<file path="config.mk">
export PLATFORM = sky130hd
export DESIGN_NAME = sequence_generator_fsm
export DESIGN_NICKNAME = d
export VERILOG_FILES = /design/src/rtl/seq_gen_pkg.sv /design/src/rtl/seq_gen_shifter.sv /design/src/rtl/sequence_generator_fsm.sv
export SDC_FILE = /design/constraint.sdc
export NUM_CORES = 1
export LEC_CHECK = 0
export ABC_AREA = 1
export ABC_CLOCK_PERIOD_IN_PS = 1800
export CAP_MARGIN = 20
export CORE_MARGIN = 1
export CORE_UTILIZATION = 45
export CTS_BUF_LIST = sky130_fd_sc_hd__clkbuf_4 sky130_fd_sc_hd__clkbuf_8
export DETAILED_ROUTE_END_ITERATION = 7
export PLACE_DENSITY = 0.67
export RECOVER_POWER = 50
export SLEW_MARGIN = 20
export SYNTH_ARGS = -nofsm -noshare
export SYNTH_HDL_FRONTEND = slang
export SYNTH_SLANG_ARGS = --single-unit
</file>
<file path="constraint.sdc">
create_clock -name clk -period 1.8 [get_ports clk]
set_input_delay 0.18 -clock clk [delete_from_list [all_inputs] [get_ports clk]]
set_output_delay 0.18 -clock clk [all_outputs]
set_load 0.03 [all_outputs]
</file>
<file path="src/rtl/seq_gen_pkg.sv">
// Shared types and helpers for the serial pattern transmitter.
package seq_gen_pkg;

    typedef enum logic [1:0] {
        IDLE  = 2'b00,
        SHIFT = 2'b01,
        GAP   = 2'b10
    } gen_state_t;

    function automatic int unsigned bit_cnt_width(input int unsigned w);
        return $clog2(w + 1);
    endfunction

endpackage

</file>
<file path="src/rtl/seq_gen_shifter.sv">
// Loadable MSB-first shift register; msb is the bit that leaves next.
module seq_gen_shifter #(
    parameter int unsigned W = 8
) (
    input  logic         clk,
    input  logic         reset,
    input  logic         load,
    input  logic         shift,
    input  logic [W-1:0] din,
    output logic         msb
);

    logic [W-1:0] sr;

    always_ff @(posedge clk or negedge reset) begin
        if (!reset) begin
            sr <= '0;
        end else if (load) begin
            sr <= din;
        end else if (shift) begin
            sr <= {sr[W-2:0], 1'b0};
        end
    end

    assign msb = sr[W-1];

endmodule

</file>
<file path="src/rtl/sequence_generator_fsm.sv">
// Serial pattern transmitter: MSB-first frames, repeated with an idle gap.
// Define SEQ_GEN_PARITY_EN to append an even-parity bit to every frame.
module sequence_generator_fsm
    import seq_gen_pkg::*;
#(
    parameter int unsigned PATTERN_W  = 8,
    parameter int unsigned CNT_W      = 4,
    parameter int unsigned GAP_CYCLES = 2
) (
    input  logic                 clk,
    input  logic                 reset,
    input  logic                 load_valid,
    input  logic [PATTERN_W-1:0] load_data,
    input  logic [CNT_W-1:0]     repeat_cnt,
    output logic                 load_ready,
    output logic                 data_out,
    output logic                 data_valid,
    output logic                 frame_done,
    output logic [1:0]           state
);

`ifdef SEQ_GEN_PARITY_EN
    localparam int unsigned PAR_BITS = 1;
`else
    localparam int unsigned PAR_BITS = 0;
`endif
    localparam int unsigned FRAME_LEN = PATTERN_W + PAR_BITS;
    localparam int unsigned BCW       = bit_cnt_width(PATTERN_W);
    localparam int unsigned GW        = (GAP_CYCLES < 2) ? 1 : $clog2(GAP_CYCLES + 1);

    localparam logic [BCW-1:0] LAST_IDX    = BCW'(FRAME_LEN - 1);
    localparam logic [BCW-1:0] PRELAST_IDX = BCW'(FRAME_LEN - 2);
    localparam logic [GW-1:0]  GAP_LAST    = GW'(GAP_CYCLES);

    gen_state_t           st;
    logic [PATTERN_W-1:0] pattern;
    logic [CNT_W-1:0]     frames_left;
    logic [BCW-1:0]       bit_cnt;
    logic [GW-1:0]        gap_cnt;

    logic                 accept;
    logic                 frame_end;
    logic                 more_frames;
    logic                 reload;
    logic                 sh_load;
    logic                 sh_shift;
    logic                 sh_msb;
    logic                 next_bit;
    logic [PATTERN_W-1:0] sh_src;

    always_comb begin
        accept      = load_valid && (st == IDLE);
        frame_end   = (st == SHIFT) && (bit_cnt == LAST_IDX);
        more_frames = frames_left > CNT_W'(1);
        reload      = (frame_end && more_frames && (GAP_CYCLES == 0))
                   || ((st == GAP) && (gap_cnt == GAP_LAST));
        sh_load     = accept || reload;
        sh_shift    = (st == SHIFT) && !frame_end;
        sh_src      = accept ? load_data : pattern;
`ifdef SEQ_GEN_PARITY_EN
        next_bit    = (bit_cnt == BCW'(PATTERN_W - 1)) ? ^pattern : sh_msb;
`else
        next_bit    = sh_msb;
`endif
    end

    // The MSB goes straight to data_out on the load edge, so the shifter
    // is loaded one position ahead and always holds the following bit.
    seq_gen_shifter #(
        .W (PATTERN_W)
    ) u_shifter (
        .clk   (clk),
        .reset (reset),
        .load  (sh_load),
        .shift (sh_shift),
        .din   ({sh_src[PATTERN_W-2:0], 1'b0}),
        .msb   (sh_msb)
    );

    always_ff @(posedge clk or negedge reset) begin
        if (!reset) begin
            st          <= IDLE;
            pattern     <= '0;
            frames_left <= '0;
            bit_cnt     <= '0;
            gap_cnt     <= '0;
            data_out    <= 1'b0;
            data_valid  <= 1'b0;
            frame_done  <= 1'b0;
        end else begin
            case (st)
                IDLE: begin
                    frame_done <= 1'b0;
                    if (accept) begin
                        st          <= SHIFT;
                        pattern     <= load_data;
                        frames_left <= (repeat_cnt == '0) ? CNT_W'(1) : repeat_cnt;
                        bit_cnt     <= '0;
                        data_out    <= sh_src[PATTERN_W-1];
                        data_valid  <= 1'b1;
                    end else begin
                        data_out   <= 1'b0;
                        data_valid <= 1'b0;
                    end
                end
                SHIFT: begin
                    if (!frame_end) begin
                        bit_cnt    <= bit_cnt + BCW'(1);
                        data_out   <= next_bit;
                        data_valid <= 1'b1;
                        frame_done <= (bit_cnt == PRELAST_IDX) && (frames_left == CNT_W'(1));
                    end else if (more_frames) begin
                        frames_left <= frames_left - CNT_W'(1);
                        frame_done  <= 1'b0;
                        if (reload) begin
                            bit_cnt    <= '0;
                            data_out   <= sh_src[PATTERN_W-1];
                            data_valid <= 1'b1;
                        end else begin
                            st         <= GAP;
                            gap_cnt    <= GW'(1);
                            data_out   <= 1'b0;
                            data_valid <= 1'b0;
                        end
                    end else begin
                        st         <= IDLE;
                        data_out   <= 1'b0;
                        data_valid <= 1'b0;
                        frame_done <= 1'b0;
                    end
                end
                GAP: begin
                    frame_done <= 1'b0;
                    if (reload) begin
                        st         <= SHIFT;
                        bit_cnt    <= '0;
                        data_out   <= sh_src[PATTERN_W-1];
                        data_valid <= 1'b1;
                    end else begin
                        gap_cnt    <= gap_cnt + GW'(1);
                        data_out   <= 1'b0;
                        data_valid <= 1'b0;
                    end
                end
                default: begin
                    st         <= IDLE;
                    data_out   <= 1'b0;
                    data_valid <= 1'b0;
                    frame_done <= 1'b0;
                end
            endcase
        end
    end

    assign load_ready = (st == IDLE);
    assign state      = st;

endmodule

</file>
# Word-level counts from Yosys, hierarchy flattened
# Cells that the tools add are included.
[classes]
n_mul = 0
n_mux = 36
div_mod_pow = 0
magnitude_cmp = 1
n_reduce_logical = 17
eq_ne = 14
n_addsub = 3
shift = 0
bitwise = 0
[op_table]
columns = ["operator", "n"]
rows = [
  ["$mux W4", 8],
  ["$mux W8", 3],
  ["$mux W2", 9],
  ["$pmux W4 S3", 1],
  ["$mux W1", 10],
  ["$ne A2 B2 Y1 const B", 5],
  ["$eq A4 B3 Y1 const B", 2],
  ["$pmux W4 S2", 1],
  ["$reduce_and A4 Y1", 2],
  ["$ne A3 B3 Y1 const B", 2],
  ["$pmux W1 S3", 2],
  ["$pmux W2 S3", 1],
  ["$reduce_bool A2 Y1", 3],
  ["$logic_and A1 B1 Y1", 5],
  ["$reduce_and A5 Y1", 1],
  ["$add A4 B1 Y4 const B", 1],
  ["$eq A2 B2 Y1 const B", 2],
  ["$eq A4 B1 Y1 const B", 1],
  ["$gt A4 B1 Y1 const B", 1],
  ["$logic_not A4 Y1", 1],
  ["$pmux W2 S2", 1],
  ["$sub A4 B1 Y4 const B", 1],
  ["$reduce_and A3 Y1", 1],
  ["$reduce_bool A3 Y1", 1],
  ["other kinds (6)", 6],
]
[word_totals]
ram_bits = 0
n_memories = 0
latchBits = 0
out_inout_bits = 6
romBits = 0
regBits = 31
word_cells = 80

# Depth between registers and ports, before layout
# Gate-level depths: netlist of run 1.
[depth]
word_depth = 7
mapped_depth = 9
depth_no_buf = 9

# By module
# A second synthesis of run 1 with hierarchy kept.
[unflattened]
hier_cells = 231
area_unflattened_um2 = 1791.7
[by_module_without_submodules]
columns = ["mod", "cells_per_inst", "area_per_inst_um2", "instances"]
rows = [
  ["sequence_generator_fsm", 188, 1415.1, 1],
  ["seq_gen_shifter", 43, 376.6, 1],
]

# Worst setup path after synthesis of run 1
# OpenSTA, ideal clock, no wires.
[synth_path]
kind = "reg2reg"
from = "register st[0] (netlist: state[0])"
to = "register u_shifter.sr[1]"
arrival_time_ns = 1.717
required_ns = 1.679
n_path_buf = 1
setup_slack_ns = -0.038
stages_incl_launch_ff = 9
setup_ns = 0.121
path_cell_list = "dfrtp_1 -> inv_1 -> ha_1 -> nand2_1 -> buf_4 -> inv_2 -> nand2_1 -> nand2_1 -> a22o_1"
[synth_via]
word_cells_on_any_way = 12
cone_classes = "eq/ne (2); mux (2); reduce/logical (8)"
[synth_lines]
columns = ["element", "line", "source"]
rows = [
  ["start, declared", "sequence_generator_fsm.sv:35", "gen_state_t st;"],
  ["start signal, assigned", "sequence_generator_fsm.sv:82", "st <= IDLE;"],
  ["start signal, assigned", "sequence_generator_fsm.sv:95", "st <= SHIFT;"],
  ["start signal, assigned", "sequence_generator_fsm.sv:120", "st <= GAP;"],
  ["$logic_not A2 Y1 (*)", "n/a", ""],
  ["named net load_ready", "sequence_generator_fsm.sv:15", "output logic load_ready,"],
  ["$logic_and A1 B1 Y1 (*)", "sequence_generator_fsm.sv:52", "accept = load_valid && (st == IDLE);"],
  ["$mux W8 / $logic_or A1 B1 Y1 (equally long branches)", "sequence_generator_fsm.sv:59, sequence_generator_fsm.sv:57", ""],
  ["$mux W8 / $reduce_bool A2 Y1 (equally long branches)", "n/a", ""],
  ["end signal, assigned", "seq_gen_shifter.sv:19", "sr <= din;"],
  ["end signal, assigned", "seq_gen_shifter.sv:21", "sr <= {sr[W-2:0], 1'b0};"],
  ["end, declared", "seq_gen_shifter.sv:13", "logic [W-1:0] sr;"],
]
# Mark *: on every way through the listed nets, which the timed path passes. The rest lies on a longest branch.
# A chain may end at the register's enable or synchronous reset.

# Final worst setup path of run 1
[layout_path]
from = "register st[0] (netlist: state[0])"
to = "output port load_ready"
[layout_via]
elab_chain_cells = 1
[layout_lines]
columns = ["element", "line", "source"]
rows = [
  ["$logic_not A2 Y1", "sequence_generator_fsm.sv:155", "assign load_ready = (st == IDLE);"],
  ["end, declared", "sequence_generator_fsm.sv:15", ""],
]
# Every way passes these cells.

==> summary.md, run 1 <==
| Metric | Value |
|---|---|
| Outcome | `complete, no violations` |
| Async SR Flop Fraction | `between 90% and 100%` |
| Synth top area share | `45.1%` |
| Top post-synthesis cells by area | `dfrtp_1, nand2_1, ha_1, inv_1, nand3_1` |
| Drt via density | `approximately 5` |
| Total clock buffers created by CTS | `5` |
| DR pass1 iterations | `4` |
| Final GP Congestion | `just over 0.8` |
| Post-Route WL | `around 3300 µm` |
| Die H | `approximately 63 µm` |
| Syn_nets | `approximately 240` |
| Worst Path Max Fanout | `5` |
| I/O Pins | `21` |
| Clock transition at path regs | `approximately 0.060 ns` |
| Max Fclk | `~600 MHz` |
| Clk_lat worst skew | `approximately 0.28 ns` |
| Fin area | `2040 µm²` |
| Area Growth Syn to Fin | `22.4%` |
| Setup TNS | `0 ns` |
| Final min period | `between 1.5 and 2 ns` |
| Placed cell area | `approximately 1900 µm²` |
| Power per cell area | `1690 nW/µm²` |
| Slew headroom | `between 50% and 60%` |
| Worst Hold Class | `primary input to register` |
| Diodes inserted | `0` |
| Die W | `about 63 µm` |
| RSZ-0062 raised after global routing | `false` |
| Peak supply drop | `approximately 0.73 mV` |
| Slew Viols, Final | `0` |
| Most common cell in the netlist | `nand2_1` |
| Via count | `1,396` |
| Cell leakage power | `1.06 nW` |
| Final setup violation count | `0` |
| Starting Density | `between 40% and 50%` |
| MaxCap Viol Count | `0` |
| Area of the multi-input gates | `roughly 800 µm²` |
| Core Region | `about 3400 µm²` |
| Yosys cell types | `27` |
| Core Rows | `21` |
| Crit end category | `output port` |
| Initial antenna violation count | `0` |
| Vias in the first global route | `1,398` |
| Inst Count DP | `279` |
| Slew @ Worst Pin | `between 0.7 and 0.8 ns` |
| Final net count | `about 260` |
| Overall Global Routing Usage | `roughly a fifth` |
| CP Class | `register to output port` |
| Worst R2R Setup Slack | `between 0.1 and 0.15 ns` |
| Root Buffer | `clkbuf_8` |
| Nature of the critical path startpoint | `register` |
| Mapped Cells | `~210` |
| Clock Skew | `0.00359 ns` |
| Warnings, synthesis | `0` |
| Top cells by count, synth | `nand2_1, dfrtp_1, inv_1` |
| Sequential-to-total area share from yosys stat | `a little under half` |
| Max H-tree Level | `2` |
| CTS Sinks | `30` |
| First-pass GRT wire length | `just under 6000 µm` |
| CTS tree | `done` |
| Port Buffer Count | `20` |
| Largest net degree at the start of global routing | `31` |
| Post-detail-place hpwl | `2470 µm` |
| Hold-fix buffers, CTS | `0` |
| Post-synth EDFFs | `0` |
| Non-filler cells, final | `approximately 290` |
| Register Area | `~750 µm²` |
| Routed len/inst | `~12 µm` |
| Hold Fails Final Rpt | `0` |
| Synth area leader | `dfrtp_1` |
| Global route overflow | `0` |
| Remaining antenna violation count | `0` |
| Die ar. | `approximately 3900 µm²` |
| Remaining DRCs | `0` |
| Mean post-synth cell area | `~7.9 µm²` |
| Post-CTS Setup Inserts | `0` |
| Worst Path Arrival | `~1.5 ns` |
| Post-Syn Area | `~1700 µm²` |
| Dominant synthesized flop cell | `dfrtp_1` |
| #FFs+latches synth | `30` |
| Fill cell total of the finished layout | `approximately 320` |
| CP required | `1.62 ns` |
| Iteration-0 DRC Markers | `66` |
| Clock Path Buffers | `2` |
| Final period util | `just over 90%` |
| Share of cells above drive strength 1 | `between 10% and 20%` |
kinds of logic after synthesis:
kind of cell / after synthesis / share of synthesized area [%]
AO/OA/AOI/OAI: 23 / 8.65
adder cells (fa/ha/maj): 9 / 6.77
buffers and inverters: 28 / 6.70
flip-flops: 30 / 45.1
multiplexers: 1 / 0.602
AND/OR/NAND/NOR: 120 / 32.1
worst paths after layout:
check	start	end	depth (start not counted)
worst max-delay path	state[0]	load_ready	3
worst min-delay path	load_data[1]	pattern[1]	3
worst max register to register	state[1]	frames_left[3]	9
worst min register to register	pattern[1]	pattern[1]	2
max in group asynchronous	reset	state[0]	2
min in group asynchronous	reset	gap_cnt[1]	2
report_power, final:
group          internal (mW)  total (mW)  leakage (nW)  switching, mW
logic                  0.632        1.76         0.628           1.13
clock network          0.323       0.567        0.0517          0.244
registers              0.956        1.12         0.380          0.161
total                   1.91        3.45          1.06           1.53
registers in the layout, indices dropped and copies added (netlist names):
signal	flops
pattern	8
bit_cnt	4
state	2
u_shifter.sr	7
gap_cnt	2
data_out	1
frame_done	1
data_valid	1
frames_left	4
critical path, stage by stage, from the launching register on:
cell           delay (ns)
dfrtp_2              0.43
inv_1                0.11
ha_1                 0.26
dlygate4sd2_1        0.43
metrics by stage:
step / hold slack (ns) / utilization, % / setup slack (ns) / power (mW)
after floorplan: -0.116 / - / 0.0298 / 2.43
after global placement: 0.461 / 56.4 / 0.130 / 2.88
after detailed placement: 0.464 / 56.4 / 0.131 / 2.91
after CTS: 0.304 / 59.1 / 0.117 / 3.48
after global routing: 0.474 / 59.1 / 0.0109 / 3.78
final: 0.466 / 59.1 / 0.121 / 3.45
routing by layer:
metal  GRT usage (%)  part of all wire, %
met3            3.47                  3.8
met5               0                    0
met2            33.6                   47
met1            23.7                   47
met4            10.2                  2.1
layout by cell type, fill, tap and decap left out, drive strengths merged:
cell type,synthesis,final
nand2,82,82
dfrtp,30,30
inv,25,25
nand3,17,17
nor2,17,17
clkdlybuf4s50,0,16
o21ai,13,13
ha,9,9
clkbuf,0,8
a21oi,4,4
dlygate4sd3,0,3
buf,2,3
nor3,2,2
nand4,2,2
o211ai,2,2
clkinv,1,2
a31oi,1,1
a22oi,1,1
a22o,1,1
mux2i,1,1
o21bai,1,1
dlygate4sd2,0,1
repair_timing:
action                                  CTS  global route
endpoints found under the setup margin    1             1
gates resized for setup                   1             1
endpoints found under the hold margin     0             0
cloned                                    0             0
cell type report:
| class | instances | area share, % |
|---|---|---|
| tap | 46 | 2.83 |
| multi-input combinational | 153 | 39.3 |
| timing repair buffer | 24 | 11.3 |
| clock inverter | 1 | 0.246 |
| inverter | 26 | 4.86 |
| sequential | 30 | 37.0 |
| clock buffer | 7 | 4.43 |
(Power assumes the default switching activity.)
==> inputs of run 2 (changes only) <==
==> constraint.sdc (replaced) <==
create_clock -name clk -period 1.8 [get_ports clk]
set_input_delay 0.36 -clock clk [delete_from_list [all_inputs] [get_ports clk]]
set_output_delay 0.36 -clock clk [all_outputs]
set_load 0.03 [all_outputs]
==> summary.md, run 2 (synthesized netlist as in run 1, its figures left out) <==
| Metric | Value |
|---|---|
| CTS tree | `done (unchanged)` |
| Slowest-stage cell, CP | `clkdlybuf4s50_1 (was dfrtp_2)` |
| Delay of the slowest critical-path stage | `0.67 ns (was 0.43 ns)` |
| Vias in the first global route | `1,354 (was 1,398)` |
| Final period util | `94.3% (was 93.3%)` |
| End of the critical path | `state[0] (was load_ready)` |
| Hold_sp | `pattern[6] (was load_data[1])` |
| Root Buffer | `clkbuf_8 (unchanged)` |
| Global route overflow | `0 (unchanged)` |
| Largest Register | `pattern (unchanged)` |
| Worst slack, placed | `0.103 ns (was 0.131 ns)` |
| Diodes inserted | `0 (unchanged)` |
| Gates resized, CTS repair | `0 (was 1)` |
| Total power | `3.49 mW (was 3.45 mW)` |
| Most frequent cells in the layout | `nand2_1, dfrtp_1, inv_1, clkdlybuf4s50_1, nand3_1 (unchanged)` |
| Reg2reg end | `frames_left[1] (was frames_left[3])` |
| Non-filler cells, final | `290 (was 287)` |
| Final net count | `267 (was 264)` |
| Crit path cell chain | `clkdlybuf4s50_1 (was inv_1 > ha_1 > dlygate4sd2_1)` |
| Wire length on met1 | `1560 µm (about the same)` |
| Post-layout util | `59.5% (was 59.1%)` |
| Core Rows | `21 (unchanged)` |
| Total clock buffers created by CTS | `5 (unchanged)` |
| CP Class | `register to output port (unchanged)` |
| Hold-fix buffers, CTS | `0 (unchanged)` |
| Starting Density | `48.3% (unchanged)` |
| Largest net degree at the start of global routing | `31 (unchanged)` |
| Cell leakage power | `1.06 nW (about the same)` |
| CP Depth | `1 (was 3)` |
| Core Region | `3440 µm² (unchanged)` |
| RSZ-0062 raised after global routing | `false (unchanged)` |
| Worst R2R Setup Slack | `0.15 ns (was 0.13 ns)` |
| Placed cell area | `1960 µm² (was 1940 µm²)` |
| Final GP Congestion | `0.858 (was 0.830)` |
| Number of buffers and inverters on the critical path | `1 (was 2)` |
| Slew Viols, Final | `0 (unchanged)` |
| Fill cell total of the finished layout | `319 (was 315)` |
| First-pass GRT wire length | `5850 µm (was 5970 µm)` |
| Post-detail-place hpwl | `2500 µm (was 2470 µm)` |
| DR pass1 iterations | `4 (unchanged)` |
| Area Growth Syn to Fin | `23.1% (was 22.4%)` |
| Remaining DRCs | `0 (unchanged)` |
| Overall Global Routing Usage | `19.3% (was 19.7%)` |
| Final setup violation count | `0 (unchanged)` |
| Port Buffer Count | `20 (unchanged)` |
| Clock Skew | `0.00560 ns (was 0.00359 ns)` |
| Nature of the critical path startpoint | `register (unchanged)` |
| Worst Path Max Fanout | `4 (was 5)` |
| Slew @ Worst Pin | `0.722 ns (was 0.738 ns)` |
| Die W | `62.8 µm (unchanged)` |
| Crit-path leading delay family | `buffers and inverters (unchanged)` |
| Die H | `62.8 µm (unchanged)` |
| Post-CTS Setup Inserts | `0 (unchanged)` |
| Routed len/inst | `11.4 µm (was 11.6 µm)` |
| Slew headroom | `51.9% (was 50.8%)` |
| Inst Count DP | `282 (was 279)` |
| Worst Hold Class | `register to register (was primary input to register)` |
| I/O Pins | `21 (unchanged)` |
| Largest registers | `pattern: 8 flops, u_shifter.sr: 7 flops (unchanged)` |
| Crit end category | `output port (unchanged)` |
| Max reg flops | `8 (unchanged)` |
| Drt via density | `4.90 (was 4.86)` |
| Clock transition at path regs | `0.06 ns (about the same)` |
| WHS | `0.477 ns (was 0.466 ns)` |
| Setup TNS | `0 ns (unchanged)` |
| CTS Sinks | `30 (unchanged)` |
| Peak supply drop | `0.775 mV (was 0.727 mV)` |
| Final min period | `1.70 ns (was 1.68 ns)` |
| Detail Route met2 WL | `1520 µm (was 1560 µm)` |
| Power per cell area | `1710 nW/µm² (was 1690 nW/µm²)` |
| Top sig layer | `met4 (unchanged)` |
| Origin of the worst setup path | `state[0] (unchanged)` |
| Share of cells above drive strength 1 | `14.3% (was 12.9%)` |
| Hold Fails Final Rpt | `0 (unchanged)` |
| Outcome | `complete, no violations (unchanged)` |
| Commonest non-fill, non-tap cell in the layout | `nand2_1 (unchanged)` |
| Reg2reg start | `state[1] (unchanged)` |
| Via count | `1,422 (was 1,396)` |
| Worst Path Arrival | `1.34 ns (was 1.50 ns)` |
| Clock Path Buffers | `2 (unchanged)` |
| WL met3 | `142 µm (was 127 µm)` |
| CP required | `1.44 ns (was 1.62 ns)` |
| Fin area | `2050 µm² (was 2040 µm²)` |
| MaxCap Viol Count | `0 (unchanged)` |
| Max H-tree Level | `2 (unchanged)` |
| Post-route worst setup slack | `0.102 ns (was 0.121 ns)` |
| Initial antenna violation count | `0 (unchanged)` |
| Die ar. | `3940 µm² (unchanged)` |
| Post-Route WL | `3300 µm (was 3320 µm)` |
| Iteration-0 DRC Markers | `44 (was 66)` |
| Worst reg2reg path depth | `9 (unchanged)` |
| Remaining antenna violation count | `0 (unchanged)` |
| Max Fclk | `589 MHz (was 596 MHz)` |
| Clk_lat worst skew | `0.28 ns (about the same)` |
==> run 2: cell count changes in the layout (fill, tap and decap cells not counted), sizes merged <==
| cell | delta |
|---|---|
| dlygate4sd2 | -1 |
| dlygate4sd3 | -2 |
| clkdlybuf4s50 | +1 |
| clkinvlp | +1 |
| buf | +4 |
==> run 2: area by class of cell <==
cell class	instances	area, µm²	area share (%)
multi-input cells	153	801	39.1
flip-flops and latches	30	753	36.8
repair buffers	27	241	11.8
inverters	26	98.8	4.83
clock buffers	6	82.6	4.03
well taps	46	57.6	2.81
clock inverters	2	12.5	0.611
==> run 2: worst min path at each step <==
stage,end,slack [ns],cells after the start
after floorplan,bit_cnt[0],0.06,0
after global placement,pattern[6],0.46,2
after detailed placement,pattern[0],0.47,2
after CTS,u_shifter.sr[6],0.47,2
after global routing,pattern[6],0.50,2
final,pattern[6],0.48,2
==> run 2: routing by layer <==
| layer | track usage [%] | up-vias |
|---|---|---|
| met5 | 0 | - |
| met4 | 10.2 | 0 |
| met3 | 4.56 | 9 |
| met2 | 31.0 | 32 |
| met1 | 24.0 | 649 |
| li1 | - | 732 |
==> run 2: power breakdown <==
part / leakage [nW] / switching [mW] / internal, mW / total [mW]
logic: 0.634 / 1.14 / 0.669 / 1.81
registers: 0.380 / 0.160 / 0.956 / 1.12
clock network: 0.0472 / 0.259 / 0.307 / 0.565
total: 1.06 / 1.56 / 1.93 / 3.49
